===== src/rtl/adder_frame_ctrl.sv =====
// rtl/adder_frame_ctrl.sv - frame sequencer for the 16-input pipelined signed adder tree
module adder_frame_ctrl #(
  parameter int WIDTH   = 25,
  parameter int N_WORDS = 16,
  parameter int LATENCY = 4
) (
  input  logic                       clk,
  input  logic                       rst,
  input  logic [WIDTH-1:0]           in_data,
  input  logic                       in_valid,
  input  logic                       in_last,
  output logic                       in_ready,
  output logic [N_WORDS*WIDTH-1:0]   word_bus,
  input  logic [WIDTH-1:0]           add_res,
  output logic [WIDTH-1:0]           out_data,
  output logic                       out_valid,
  input  logic                       out_ready,
  output logic [$clog2(N_WORDS):0]   out_count,
  output logic [15:0]                frame_cnt
);

  localparam int PW = $clog2(N_WORDS);
  localparam int CW = PW + 1;
  localparam int LW = $clog2(LATENCY + 1);

  typedef enum logic [1:0] {S_FILL, S_WAIT, S_HOLD} state_t;

  state_t           state;
  logic [WIDTH-1:0] words [N_WORDS];
  logic [PW-1:0]    wr_ptr;
  logic [LW-1:0]    lat_cnt;
  logic [CW-1:0]    cnt_latch;
  logic             accept;
  logic             close;

  assign accept = in_valid & in_ready;
  assign close  = accept & (in_last | (wr_ptr == PW'(N_WORDS - 1)));

  always_comb begin
    word_bus = '0;
    for (int i = 0; i < N_WORDS; i++) begin
      word_bus[i*WIDTH +: WIDTH] = words[i];
    end
  end

  always_ff @(posedge clk) begin
    if (rst) begin
      state     <= S_FILL;
      for (int i = 0; i < N_WORDS; i++) words[i] <= '0;
      wr_ptr    <= '0;
      lat_cnt   <= '0;
      cnt_latch <= '0;
      out_data  <= '0;
      out_count <= '0;
      out_valid <= 1'b0;
      frame_cnt <= '0;
      in_ready  <= 1'b1;
    end else begin
      case (state)
        S_FILL: begin
          if (accept) begin
            words[wr_ptr] <= in_data;
            wr_ptr        <= wr_ptr + PW'(1);
            if (close) begin
              state     <= S_WAIT;
              in_ready  <= 1'b0;
              lat_cnt   <= LW'(LATENCY);
              cnt_latch <= CW'(wr_ptr) + CW'(1);
            end
          end
        end
        // The buffer is frozen here, so ADD_RES reflects this frame once the count expires.
        S_WAIT: begin
          if (lat_cnt != '0) begin
            lat_cnt <= lat_cnt - LW'(1);
          end else begin
            out_data  <= add_res;
            out_count <= cnt_latch;
            out_valid <= 1'b1;
            frame_cnt <= frame_cnt + 16'd1;
            state     <= S_HOLD;
          end
        end
        S_HOLD: begin
          if (out_ready) begin
            out_valid <= 1'b0;
            for (int i = 0; i < N_WORDS; i++) words[i] <= '0;
            wr_ptr    <= '0;
            in_ready  <= 1'b1;
            state     <= S_FILL;
          end
        end
        default: state <= S_FILL;
      endcase
    end
  end

endmodule


===== config.mk =====
export PLATFORM = sky130hd
export DESIGN_NAME = adder_frame_ctrl
export DESIGN_NICKNAME = d
export VERILOG_FILES = /design/src/rtl/adder_frame_ctrl.sv
export SDC_FILE = /design/constraint.sdc
export NUM_CORES = 1
export LEC_CHECK = 0
export BUFFER_PORTS_ARGS = -buffer_cell sky130_fd_sc_hd__buf_2
export CAP_MARGIN = 40
export CORE_MARGIN = 10
export CORE_UTILIZATION = 50
export CTS_CLUSTER_DIAMETER = 80
export DETAILED_ROUTE_END_ITERATION = 16
export PLACE_DENSITY_LB_ADDON = 0.12
export SYNTH_ARGS = -nofsm -noshare
export SYNTH_HDL_FRONTEND = slang
export SYNTH_SLANG_ARGS = --single-unit

===== constraint.sdc =====
create_clock -name clk -period 5.4 [get_ports clk]
set_input_delay 0.54 -clock clk [delete_from_list [all_inputs] [get_ports clk]]
set_output_delay 0.54 -clock clk [all_outputs]
set_load 0.05 [all_outputs]

==> run metrics, run 1 <==
Peak VDD IR 0.2709 mV; global-route wire length before repair 77.83 mm; DRT Pass-1 Iters 5; PwrDens 369.1 nW/um^2; critical path type reg -> reg; flops & latches, synth 462; Synth Net Count 1262; Post-CTS Resized 0; Die Footprint 43230 sq um; footprint of the multi-input gates 4096 sq um; Placeable Area 34710 sq um; fin crit period 2.922 ns; Register Area 13250 sq um; initial core utilization 0.5087; chip height 207.9 microns; GPL Wtd Cong 0.8130; Setup WS post-layout 2.478 ns; cts bufs inserted 46; clock-pin transition on the worst setup and hold timing paths 0.06 ns; Seq/Total Area, Yosys 0.7506; Final Cycle Share 0.5410; Unique masters post-synth 42; hold depth 3; clk_skew 0.01449 ns; Hold-fix buffers, CTS 0; leakage 9.412 nW; gr usage total 0.2393; critical path arrival 3.17 ns; Setup WS pre-CTS 2.156 ns; IO Pins 503; Fill cells 2641; Clock Path Buffers 3; fmax 0.3423 GHz; vias 11210; CTS tree built; nets@finish 1762; drc violations 0; r2r startpoint state[1]; endpoint class of the critical path flop; Hold Path End out_data[19]; Worst Setup Start Kind flop; row cnt 68; R2R setup slack 2.48 ns; vias in the first global route 11360; share of layout cells above drive strength 1 0.3600; H-tree levels 2; DP Wirelength 38.47 mm; RSZ-0062 raised after global routing false; most common cell after layout, fill and taps aside buf_2; status completed; Sinks on Clock Net 462; Final setup viols 0; Clock Latency Late Sink 0.55 ns; DRT Wirelength 53.72 mm; Max-slew headroom 0.4338; Antenna Nets Post-Route 0; TNS Setup 0 ns; CP startpoint state[1]; Syn Inst Count 1200; most frequent cells in the layout 502 x buf_2, 401 x and2_1, 400 x edfxtp_1; worst-path fanout max 26; MaxCap Viol Count 0; grt ovf 0; Final Hold Fails 0; yosys warns 0; fin. max-slew vios 0; post-CTS setup repair buffer count 0; r2r worst-path depth 5; r2r endpoint words[3][15]; Area growth syn-to-layout 25.99%; DRT iter0 DRCs 725; Die Wd 207.9 microns; initial antenna violation count 2; Worst Path Required 5.65 ns; via-per-instance ratio 5.113; HP Start add_res[19]; CTS root buffer clkbuf_16; Mapped Avg Cell Area 14.71 sq um; Worst-Margin Slew 0.8465 ns; mapped cell area 17660 sq um; Hold Path Class in -> reg; Port-buffer cells 502; largest net degree at the start of global routing 62; Routed WL per cell 24.51 microns
==> power breakdown <==
group	leakage, nW	total, mW	internal, mW	switching [mW]
clock network	0.711	3.08	1.79	1.29
registers	4.65	4.10	4.04	0.0608
logic	4.05	1.03	0.172	0.862
==> cells in the mapped netlist, drive strengths merged <==
master   instances  area share
o21a             1     0.00043
buf             16      0.0057
and3             2     0.00071
nand4            4      0.0014
nand2           78       0.017
nand3           17      0.0077
nor2            26      0.0089
nor2b            3      0.0011
clkbuf          60       0.014
and4             3      0.0015
o21ai           19      0.0054
edfxtp         400        0.68
xor2             6      0.0030
nand4b           1     0.00050
o32ai            1     0.00050
o211a            1     0.00057
nor3b            1      0.0011
and4bb           2      0.0014
a21oi           46       0.013
or3              5      0.0018
xnor2            6      0.0030
a31oi            1     0.00035
and2           401        0.14
and2b            2     0.00085
or3b             1     0.00050
nand3b           1     0.00043
nand2b           8      0.0028
inv              6      0.0013
dfxtp           62       0.070
nor3             7      0.0045
a211oi           3      0.0013
ha               7      0.0050
o2bb2ai          1     0.00050
nand4bb          2      0.0013
==> cell type report <==
type	instances	share of cell area
flip-flops and latches	462	0.5958
inverters	6	0.001012
diodes	1	0.0001125
clock inverters	20	0.006243
multi-input cells	656	0.1841
well taps	455	0.02559
repair buffers	528	0.1280
clock buffers	64	0.05911
==> metal layers <==
layer,routed length [microns],track usage,up-vias
met4,1510,0.07472,2
li1,-,-,5135
met2,27310,0.4134,500
met5,13,0,-
met3,5332,0.08432,65
met1,19550,0.2729,5505
==> critical path, stage by stage, from the launching register on <==
cell and delay, ns:
dfxtp_1 0.38, nor3b_4 0.45, nand3_4 0.26, nor3_4 0.71, nand2b_1 0.57, buf_8 0.24
==> kinds of logic after synthesis <==
logic type | share of synthesized area
fa+ha+maj | 0.004960
xor+xnor | 0.005952
buf+inv | 0.02140
compound gates | 0.02204
simple gates | 0.1951
flops | 0.7506
==> worst max path at each step <==
| stage | end |
|---|---|
| 5_1_grt | words[3][15] |
| 3_5_place_dp | words[3][15] |
| 3_3_place_gp | words[3][23] |
| 2_1_floorplan | words[11][0] |
| 6_report | words[3][15] |
| 4_1_cts | words[3][15] |
==> registers in the layout, indices dropped and copies added, names as in the netlist <==
signal	cells
words	400
lat_cnt	3
wr_ptr	4
cnt_latch	5
out_data	25
out_valid	1
frame_cnt	16
in_ready	1
out_count	5
state	2
==> per-stage QoR <==
step                area [sq um]  total power, mW    util  std cells  hold slack [ns]
finish                     22250            8.211  0.6408       2192           0.2297
global route               22240            8.458  0.6408       2191           0.2158
CTS                        22240            8.254  0.6408       2191           0.2081
detailed placement         20790            5.219  0.5989       2107           0.4431
global placement           20560            5.197  0.5922       2095           0.4396
floorplan                  17660            4.880       -       1200           0.4319
(Power assumes the default switching activity.)
==> run 2: changes to the inputs <==
Clock period 5.4 ns to 3 ns, I/O delays scaled along.
==> run metrics, run 2 (synthesis results as in run 1) <==
Final Hold Fails 0 (unchanged); largest registers words: 400 flops, out_data: 25 flops, frame_cnt: 16 flops; Top reg by flops words; Post-Layout Cell Count 2208 (+0.73%); global-route wire length before repair 78.09 mm (+0.34%); Hold WS 0.01738 ns (-0.2124 ns); Antenna Nets Post-Route 0 (unchanged); family with the most delay on the worst path simple AND/OR/NAND/NOR gates; DP Wirelength 37.94 mm (-1.4%); clk_skew 0.02323 ns (+0.008743 ns); max FFs per register 400 (unchanged); fmax 0.4557 GHz (+33%); critical path arrival 2.60 ns (-0.57 ns); r2r startpoint in_ready; GPL Wtd Cong 0.8067 (-0.77%); MaxCap Viol Count 0 (unchanged); IO Pins 503 (unchanged); Peak VDD IR 0.4942 mV (+82%); Hold Path Class in -> reg; DRT Pass-1 Iters 5 (unchanged); PwrDens 669.0 nW/um^2 (+81%); Max-slew headroom 0.4050 (-0.02883); nets@finish 1778 (+0.91%); initial antenna violation count 0 (-2); CP cell instances nor3b_4, nand3_4, nor2_2, and2_1; clock-pin transition on the worst setup and hold timing paths 0.06 ns (about the same); Global Route met3 Usage 0.06919 (-0.01513); Worst Path Required 3.40 ns (-2.25 ns); Sinks on Clock Net 462 (unchanged); critical path type reg -> reg; fin. max-slew vios 0 (unchanged); CTS tree built; Final Cycle Share 0.7315 (+0.1905); endpoint class of the critical path flop; chip height 207.9 microns (unchanged); Placeable Area 34710 sq um (unchanged); vias 11350 (+1.3%); slowest cell delay on critical path 0.75 ns (+0.04 ns); status completed; GRT busiest layer met2; Clock Latency Late Sink 0.54 ns (about the same); vias in the first global route 11600 (+2.1%); initial core utilization 0.5087 (unchanged); grt ovf 0 (unchanged); largest net degree at the start of global routing 62 (unchanged); worst-path fanout max 25 (-3.8%); Final setup viols 0 (unchanged); Port-buffer cells 502 (unchanged); post-CTS setup repair buffer count 0 (unchanged); Buf/Inv on CP 0 (-1); cts bufs inserted 46 (unchanged); hold depth 3 (unchanged); H-tree levels 2 (unchanged); row cnt 68 (unchanged); dpl cells 2109 (+0.095%); fin crit period 2.194 ns (-0.7271 ns); drc violations 0 (unchanged); Worst-Margin Slew 0.8915 ns (+0.04503 ns); most frequent cells in the layout 502 x buf_2, 401 x and2_1, 400 x edfxtp_1; RSZ-0062 raised after global routing false; CTS root buffer clkbuf_16; most common cell after layout, fill and taps aside buf_2; Worst Setup Start Kind flop; HP Start add_res[7]; Hold Path End out_data[7]; DRT Wirelength 53.32 mm (-0.75%); gr usage total 0.2377 (-0.001557); GR Util met1 0.2786 (+0.005668); Routed WL per cell 24.15 microns (-1.5%); share of layout cells above drive strength 1 0.3607 (+0.0007076); DRT iter0 DRCs 685 (-5.5%); Fill cells 2666 (+0.95%); Die Footprint 43230 sq um (unchanged); R2R setup slack 0.81 ns (-1.67 ns); r2r endpoint words[6][15]; Die Wd 207.9 microns (unchanged); GRT met2 Usage 0.4091 (-0.004343); leakage 9.475 nW (+0.67%); via-per-instance ratio 5.139 (+0.52%); r2r worst-path depth 4 (-1); Slowest-stage cell, CP nor2_2; Area growth syn-to-layout 26.55%; Clock Path Buffers 3 (unchanged)
-- run 2: worst register-to-register path, delay by kind of cell (launching register included) --
family           cells  cell delay, ns
DFF                  1            0.39
and+or+nand+nor      4            1.70
-- run 2: where the power goes --
part | switching, mW | internal, mW
clock | 2.35 | 3.37
sequential | 0.117 | 7.27
combinational | 1.53 | 0.310
total | 4.00 | 11.0
-- run 2: through the flow --
step / total power, mW / utilization / area [sq um] / setup slack [ns] / setup TNS, ns
3_5_place_dp: 9.372 / 0.5962 / 20700 / 0.7655 / 0
4_1_cts: 15.05 / 0.6429 / 22320 / 0.7688 / 0
3_3_place_gp: 9.357 / 0.5958 / 20680 / 0.7708 / 0
5_1_grt: 15.39 / 0.6436 / 22340 / 0.6520 / 0
6_report: 14.95 / 0.6437 / 22350 / 0.8055 / 0
2_1_floorplan: 8.782 / - / 17660 / -0.6807 / -97.66
-- run 2: area by class of cell --
type                    count  area (sq um)  share of cell area
inverters                   6         22.52            0.001008
multi-input cells         656          4096              0.1833
diodes                      1         2.502           0.0001120
clock inverters            19         197.7            0.008847
clock buffers              65          1304             0.05835
flip-flops and latches    462         13250              0.5931
repair buffers            544          2900              0.1298
well taps                 455         569.3             0.02548
-- run 2: metal layers --
layer  up-vias  part of all wire
li1       5150                 -
met1      5574              0.37
met2       534              0.51
met3        90             0.091
met4         0             0.035
met5         -                 0
-- run 2: worst max path at each step --
stage,end,start,cells after the start,slack (ns)
finish,words[6][15],in_ready,4,0.81
detailed placement,words[9][4],in_ready,4,0.77
floorplan,words[11][0],in_ready,3,-0.68
CTS,words[9][10],in_ready,4,0.77
global placement,words[10][19],rst,5,0.77
global route,words[5][20],state[1],4,0.65
-- run 2: timing repair --
action	CTS	global route
gates resized for setup	0	0
hold buffers	12	1
endpoints found under the hold margin	12	1
